--- src/rtl/simd_alu_pipe.sv ---
// Two-stage packed SIMD add/sub with per-element carry isolation, optional
// saturation, sticky saturation flags and valid/ready flow control.
module simd_alu_pipe #(
    parameter int LANES  = 4,
    parameter int LANE_W = 8
) (
    input  logic                    clk,
    input  logic                    rst_n,
    input  logic                    in_valid,
    output logic                    in_ready,
    input  logic [LANES*LANE_W-1:0] a,
    input  logic [LANES*LANE_W-1:0] b,
    input  logic [1:0]              width,
    input  logic                    sub,
    input  logic                    saturate,
    input  logic                    signed_mode,
    output logic                    out_valid,
    input  logic                    out_ready,
    output logic [LANES*LANE_W-1:0] c,
    output logic [LANES-1:0]        ovf,
    input  logic                    clr_sticky,
    output logic [LANES-1:0]        sat_sticky
);
    localparam int         N     = LANES * LANE_W;
    localparam logic [1:0] LOG_L = 2'($clog2(LANES));

    // Lane-index mask selecting the position of a lane inside its element.
    function automatic int elem_mask(input logic [1:0] wlog);
        return (1 << int'(wlog)) - 1;
    endfunction

    // Clamp value for one lane of an overflowing element.
    function automatic logic [LANE_W-1:0] sat_lane(input logic is_top, input logic sgn,
                                                   input logic sb, input logic a_neg);
        logic [LANE_W-1:0] v;
        if (sgn) begin
            v = a_neg ? '0 : '1;
            if (is_top) v[LANE_W-1] = a_neg;
        end else begin
            v = sb ? '0 : '1;
        end
        return v;
    endfunction

    logic             vld_p1, vld_p2;
    logic             load_p2;
    logic [1:0]       wlog_p0, wlog_p1;
    logic [N-1:0]     sum_p0, sum_p1;
    logic [LANES-1:0] ovf_p0, ovf_p1;
    logic [LANES-1:0] aneg_p0, aneg_p1;
    logic             sub_p1, sat_p1, sgn_p1;
    logic [N-1:0]     c_nx;
    logic [LANES-1:0] sticky_set;

    assign load_p2   = !vld_p2 || out_ready;
    assign in_ready  = !vld_p1 || load_p2;
    assign out_valid = vld_p2;

    // ---- stage 0: carry chain broken at element boundaries, raw overflow
    always_comb begin
        int                em;
        logic              cy;
        logic [LANE_W:0]   t;
        logic [LANE_W-1:0] bx;
        logic              sa, sbx, sr;
        wlog_p0 = (width > LOG_L) ? LOG_L : width;
        em      = elem_mask(wlog_p0);
        sum_p0  = '0;
        ovf_p0  = '0;
        aneg_p0 = '0;
        cy      = 1'b0;
        t       = '0;
        bx      = '0;
        sa      = 1'b0;
        sbx     = 1'b0;
        sr      = 1'b0;
        for (int i = 0; i < LANES; i++) begin
            bx = b[i*LANE_W +: LANE_W] ^ {LANE_W{sub}};
            if ((i & em) == 0) cy = sub;
            t = {1'b0, a[i*LANE_W +: LANE_W]} + {1'b0, bx} + {{LANE_W{1'b0}}, cy};
            sum_p0[i*LANE_W +: LANE_W] = t[LANE_W-1:0];
            cy         = t[LANE_W];
            aneg_p0[i] = a[i*LANE_W + LANE_W - 1];
            if (((i + 1) & em) == 0) begin
                sa        = a[i*LANE_W + LANE_W - 1];
                sbx       = bx[LANE_W-1];
                sr        = t[LANE_W-1];
                ovf_p0[i] = signed_mode ? ((sa == sbx) && (sr != sa)) : (cy ^ sub);
            end
        end
    end

    // ---- stage 1 register: raw sums, flags and the control fields of the beat
    always_ff @(posedge clk or negedge rst_n) begin
        if (!rst_n)        vld_p1 <= 1'b0;
        else if (in_ready) vld_p1 <= in_valid;
    end

    always_ff @(posedge clk) begin
        if (in_valid && in_ready) begin
            sum_p1  <= sum_p0;
            ovf_p1  <= ovf_p0;
            aneg_p1 <= aneg_p0;
            wlog_p1 <= wlog_p0;
            sub_p1  <= sub;
            sat_p1  <= saturate;
            sgn_p1  <= signed_mode;
        end
    end

    // ---- stage 1 -> 2: saturation, each lane looks at its element's top lane
    always_comb begin
        int em2;
        int top;
        c_nx = sum_p1;
        em2  = elem_mask(wlog_p1);
        top  = 0;
        for (int i = 0; i < LANES; i++) begin
            top = i | em2;
            if (sat_p1 && ovf_p1[top])
                c_nx[i*LANE_W +: LANE_W] = sat_lane(i == top, sgn_p1, sub_p1, aneg_p1[top]);
        end
    end

    assign sticky_set = (load_p2 && vld_p1 && sat_p1) ? ovf_p1 : '0;

    // ---- stage 2 register: visible result and sticky flags
    always_ff @(posedge clk or negedge rst_n) begin
        if (!rst_n) begin
            vld_p2 <= 1'b0;
            c      <= '0;
            ovf    <= '0;
        end else if (load_p2) begin
            vld_p2 <= vld_p1;
            if (vld_p1) begin
                c   <= c_nx;
                ovf <= ovf_p1;
            end
        end
    end

    always_ff @(posedge clk or negedge rst_n) begin
        if (!rst_n) sat_sticky <= '0;
        else        sat_sticky <= (clr_sticky ? '0 : sat_sticky) | sticky_set;
    end

endmodule

--- config.mk ---
export PLATFORM = sky130hd
export DESIGN_NAME = simd_alu_pipe
export DESIGN_NICKNAME = d
export VERILOG_FILES = /design/src/rtl/simd_alu_pipe.sv
export SDC_FILE = /design/constraint.sdc
export NUM_CORES = 1
export LEC_CHECK = 0
export BUFFER_PORTS_ARGS = -buffer_cell sky130_fd_sc_hd__buf_4
export CAP_MARGIN = 20
export CORE_ASPECT_RATIO = 1.5
export CORE_MARGIN = 2
export CORE_UTILIZATION = 49
export DETAILED_ROUTE_END_ITERATION = 8
export PLACE_DENSITY = 0.85
export SETUP_SLACK_MARGIN = 0.4
export SYNTH_ARGS = -nofsm -noshare
export SYNTH_HDL_FRONTEND = slang
export SYNTH_SLANG_ARGS = --single-unit
--- constraint.sdc ---
create_clock -name clk -period 2.64 [get_ports clk]
set_clock_uncertainty 0.2 [all_clocks]
set_input_delay 0.528 -clock clk [delete_from_list [all_inputs] [get_ports clk]]
set_output_delay 0.528 -clock clk [all_outputs]
set_load 0.02 [all_outputs]
* After elaboration in Yosys (flattened, before gate mapping)
Cells that the tools add are included.
** Word-level totals
- Input bits :: 74
- Output and inout bits :: 42
- Register bits :: 87
- Word-level logic and storage cells :: 122
** Cells by class
- Shift operators :: 2
- Reduce and logical (&&, ||, !) cells :: 24
- Magnitude comparators :: 5
- Multiplexer cells :: 49
- Eq/ne operators :: 8
- Add/sub/neg operators :: 10
- Bitwise operators :: 9
** Operator list (number)
- logical NOT 32 bit :: 5
- less-than comparator 32 x 4 -> 1 bit, second input constant :: 4
- two-way mux 8 bit :: 13
- logical NOT 31 bit :: 2
- adder 8 x 8 -> 9 bit :: 4
- adder 9 x 1 -> 9 bit :: 4
- left shift 1 x 2 -> 32 bit, first input constant :: 1
- subtractor 32 x 2 -> 32 bit, second input constant :: 1
- XOR 8 bit :: 4
- two-way mux 1 bit :: 31
- logical NOT 30 bit :: 1
- logical AND 1 bit :: 11
- two-way mux 4 bit :: 2
- binary-select mux 1 bit (select 2 bit) :: 2
- equality test 1 bit :: 4
- != test 1 bit :: 4
- bitwise OR 4 bit :: 1
- XOR 1 bit :: 4
- left shift 1 x 2 -> 3 bit, first input constant :: 1
- subtractor 3 x 2 -> 3 bit, second input constant :: 1
- > comparator 2 bit, second input constant :: 1
- logical NOT 1 bit :: 2
- logical OR 1 bit :: 2
- two-way mux 2 bit :: 1
- AND reduction 2 bit :: 1

* Depth between registers and ports, before layout
- Depth after elaboration :: 14
- Mapped depth :: 32
- Gate-level depth less buffers :: 31

* Worst setup path before layout
No wires, ideal clock.
- Path type :: in2reg
- Start :: input sub
- End :: register ovf_p1[3], data pin
- Stages on the path :: 32
- Arrival :: 6.624 ns
- Path buffers :: 2
- Setup slack :: -4.446 ns
- Setup time :: 0.262 ns
- Required time :: 2.178 ns
- Cell sequence :: buf_6 -> clkbuf_1 -> xor2_1 -> ha_1 -> o21a_1 -> o31a_1 -> nor2b_1 -> o21bai_1 -> o21ai_0 -> fa_1 -> fa_1 -> nor2b_4 -> o31a_1 -> or4_1 -> a31oi_2 -> nand2_1 -> o21ai_0 -> fa_1 -> fa_1 -> nor2b_1 -> o21a_1 -> o21ai_0 -> a31oi_1 -> o21ai_0 -> fa_1 -> fa_1 -> nor2b_1 -> o21a_1 -> o21ai_0 -> a31oi_1 -> xnor2_1 -> o22ai_1
** Between the ends
- Longest elaborated chain between the ends :: 12
- Elaborated cells between the ends (all ways) :: 20
- Those cells by class :: add/sub: 8; eq/ne: 2; mux: 4; bitwise: 5; reduce/logical: 1
** RTL lines
- from (decl) :: RTL line 14 : input logic sub,
- XOR 8 bit :: RTL line 78 : bx = b[i*LANE_W +: LANE_W] ^ {LANE_W{sub}};
- adder 8 x 8 -> 9 bit :: RTL line 80 : t = {1'b0, a[i*LANE_W +: LANE_W]} + {1'b0, bx} + {{LANE_W{1'b0}}, cy};
- adder 9 x 1 -> 9 bit :: RTL line 80
- two-way mux 1 bit :: RTL line 79 : if ((i & em) == 0) cy = sub;
- adder 9 x 1 -> 9 bit :: RTL line 80
- two-way mux 1 bit :: RTL line 79
- adder 9 x 1 -> 9 bit :: RTL line 80
- two-way mux 1 bit :: RTL line 79
- adder 9 x 1 -> 9 bit :: RTL line 80
- != test 1 bit :: RTL line 88 : ovf_p0[i] = signed_mode ? ((sa == sbx) && (sr != sa)) : (cy ^ sub);
- logical AND 1 bit :: RTL line 88
- two-way mux 1 bit * :: RTL line 88
- to (signal assigned) :: RTL line 102 : ovf_p1 <= ovf_p0;
- to (decl) :: RTL line 49 : logic [LANES-1:0] ovf_p0, ovf_p1;
Every way passes the cells marked *; elsewhere a longest branch is shown, timed or not.
A chain may end at the register's enable or synchronous reset.

* Worst setup path after layout
- Start :: input b[1]
- End :: register ovf_p1[3], data pin
** Between the ends
- Longest elaborated chain between the ends :: 12
- Elaborated cells between the ends (all ways) :: 13
- Those cells by class :: add/sub: 5; eq/ne: 1; mux: 4; bitwise: 2; reduce/logical: 1
** RTL lines
- from (decl) :: RTL line 12 : input logic [LANES*LANE_W-1:0] b,
- XOR 8 bit * :: RTL line 78
- adder 8 x 8 -> 9 bit * :: RTL line 80
- adder 9 x 1 -> 9 bit * :: RTL line 80
- two-way mux 1 bit * :: RTL line 79
- adder 9 x 1 -> 9 bit * :: RTL line 80
- two-way mux 1 bit * :: RTL line 79
- adder 9 x 1 -> 9 bit * :: RTL line 80
- two-way mux 1 bit * :: RTL line 79
- adder 9 x 1 -> 9 bit * :: RTL line 80
- != test 1 bit :: RTL line 88
- logical AND 1 bit :: RTL line 88
- two-way mux 1 bit * :: RTL line 88
Marks and branches as above.

==> qor.yml <==
gp_congestion: 0.994
synth_compound_area_share_pct: 13.9
cts_tree: "built"
yosysTopAreaCell: "edfxtp_1"
synth_cell_types: 45
synthCells: 479
ir_drop_mv: 0.333
p_leak_nw: 3.41
clock_sinks: 87
rows: 45
violations: "negative setup slack"
cts_root_buf: "clkbuf_16"
grt_pass1_vias: 4685
viasPerCell: 5.71
synth_mux_area_share_pct: 1.83
start_util_pct: 50.2
period_minus_slack_ns: 6.57
overflow: 0
fin_tns_setup_ns: -58.55
vias: 4652
synthToLayoutAreaGrowth_pct: 47.8
chipWidth_um: 86.9
place_area_um2: 6610
grt.total_usage_pct: 24.9
status: "finished with violations"
crit_path_top_delay_cell: "fa_2"
crit_type: "input port to register"
crit_path_start_kind: "input port"
io_pins: 116
synth_fa_ha_area_share_pct: 9.95
synth_xor_area_share_pct: 11.1
hold_viol_final: 0
synth.top_cells.by_count: "nand2_1, edfxtp_1, dfrtp_1"
ys_seq_area_share_pct: 47.5
syn-cell-area_um2: 5050
path_max_fanout: 2
fmax_mhz: 152
routedWlPerCell_um: 18.9
yosys_warnings: 0
yosysMostFrequentCell: "nand2_1"
fin_nets: 803
pre_cts_ws_ns: -4.19
clkLatencyLatePin_ns: 0.35
synth_top_family_by_area: "compound AO/OA/AOI/OAI gates"
cts.clk_slew.worst_paths_ns: 0.07
worst_slew_pin_slew_ns: 1.12
synth_ff_type: "edfxtp_1"
yosys-top-cells-area: "edfxtp_1, dfrtp_1, ha_1"
ys_ff_latch: 87
synth_nets: 589
fp.dieArea_um2: 11200
wl_um: 15400
grt_max_degree: 46
reg2reg_depth: 8
synth_top_area_share_pct: 26.7
maxCapViolations: 0
worst_ep_required_time_ns: 2.54
rsz0062_at_grt: "true"
final_layout_size_suffix_gt1_share_pct: 43.7
cts_buffer_depth: 2
fin_area_um2: 7470
cpMostUsedCell: "fa_2"
slew_viol_final: 0
post-dp-hpwl_um: 9570
diodes: 0
syn_area_per_cell_um2: 10.6
hold-worst-slack_ns: 0.162
synth_simple_gate_area_share_pct: 12.2
drt_iter0_drc: 381
hold_depth: 1
max_slew_margin_pct: 25.2
port_buffers: 115
ys_async_sr_fraction_pct: 48.3
power.density_nw_per_um2: 675
synth_edf_count: 45
core_um2: 10100
critical-path-top-delay-family: "adder cells"
arrival_ns: 6.47
period_share_pct: 249
fillerInstances: 577
drtAntennaViolNets: 0
cts_buffers: 9
grt_pass1_wl_um: 21700
crit_cells: 32
first_pass_iters: 5
r2r_setup_slack_ns: 0.23
die_h_um: 128
finalPower_mw: 5.05
hp-class: "input port to register"
max_stage_delay_ns: 0.43
htreeDepth: 3
grt_antenna_before_repair: 0
post-route-drc-count: 0
setup_ws_ns: -3.93
critPathCaptureType: "register"
crit_buf_inv: 2
finalSetupViolations: 30
[cell usage in the layout, fill, tap and decap left out, types with 8 or more instances in the layout]
cell type and n:
buf_6 14, o21ai_2 13, inv_1 20, buf_4 204, a21oi_1 18, nor2_1 33, dfrtp_1 42, nor2b_1 8
clkbuf_16 9, nand2b_1 12, edfxtp_1 45, o21a_1 8, xnor2_1 22, o21ai_0 12, xor2_1 38, nand2_1 41
ha_1 28, o21ai_1 10
[registers in the layout, indices dropped and copies added, names as in the netlist]
name and cells:
sub_p1 1, vld_p1 1, sum_p1 32, sat_p1 1, ovf 4, ovf_p1 4
aneg_p1 4, c 32, sat_sticky 4, wlog_p1 2, sgn_p1 1, out_valid 1
[report_power, final]
group / leakage (nW) / switching (mW) / internal, mW
clock network: 0.137 / 0.541 / 0.639
logic: 2.33 / 1.02 / 0.960
registers: 0.940 / 0.159 / 1.73
total: 3.41 / 1.72 / 3.33
[kinds of logic (layout without fill, tap and decap cells)]
group | after synthesis | in the layout
AND/OR/NAND/NOR | 131 | 131
AO/OA/AOI/OAI | 109 | 109
flip-flops | 87 | 87
XOR/XNOR | 64 | 64
buffers and inverters | 44 | 263
adder cells (fa/ha/maj) | 36 | 36
multiplexers | 8 | 8
[metrics by stage]
step,std cells,utilization [%]
2_1_floorplan,479,-
3_3_place_gp,767,65.6
3_5_place_dp,767,65.6
4_1_cts,799,70.5
5_1_grt,815,74.2
6_report,815,74.2
[worst paths after layout]
check / from / end
worst min-delay path: saturate / sat_p1
min in group asynchronous: rst_n / c[2]
worst max-delay path: b[1] / ovf_p1[3]
worst max register to register: wlog_p1[1] / c[7]
max in group asynchronous: rst_n / c[26]
worst min register to register: sum_p1[1] / c[1]
[final cells by class]
type | instances | area (um2) | share of cell area, %
flip-flops and latches | 87 | 2400 | 32.1
multi-input cells | 348 | 2820 | 37.7
repair buffers | 221 | 1730 | 23.2
clock buffers | 9 | 225 | 3.01
clock inverters | 7 | 48.8 | 0.653
well taps | 117 | 146 | 1.96
inverters | 26 | 97.6 | 1.31
[timing repair]
item                       4_1_cts  5_1_grt
hold buffers                     1        0
pin swaps                       13       34
buffers inserted                15       16
hold endpoints to repair        42        0
resized for setup               26       67
setup endpoints to repair       46       47
[per-layer routing]
metal / vias up / global-route usage, % / share of wire, % / routed length, um
met4: 0 / 14.6 / 5.0 / 772
li1: 2109 / - / - / -
met3: 70 / 2.95 / 5.4 / 840
met5: - / 0 / 0 / 0
met1: 2238 / 27.0 / 34 / 5300
met2: 235 / 45.6 / 55 / 8530
Note: power is estimated with default switching activity, not from simulation.
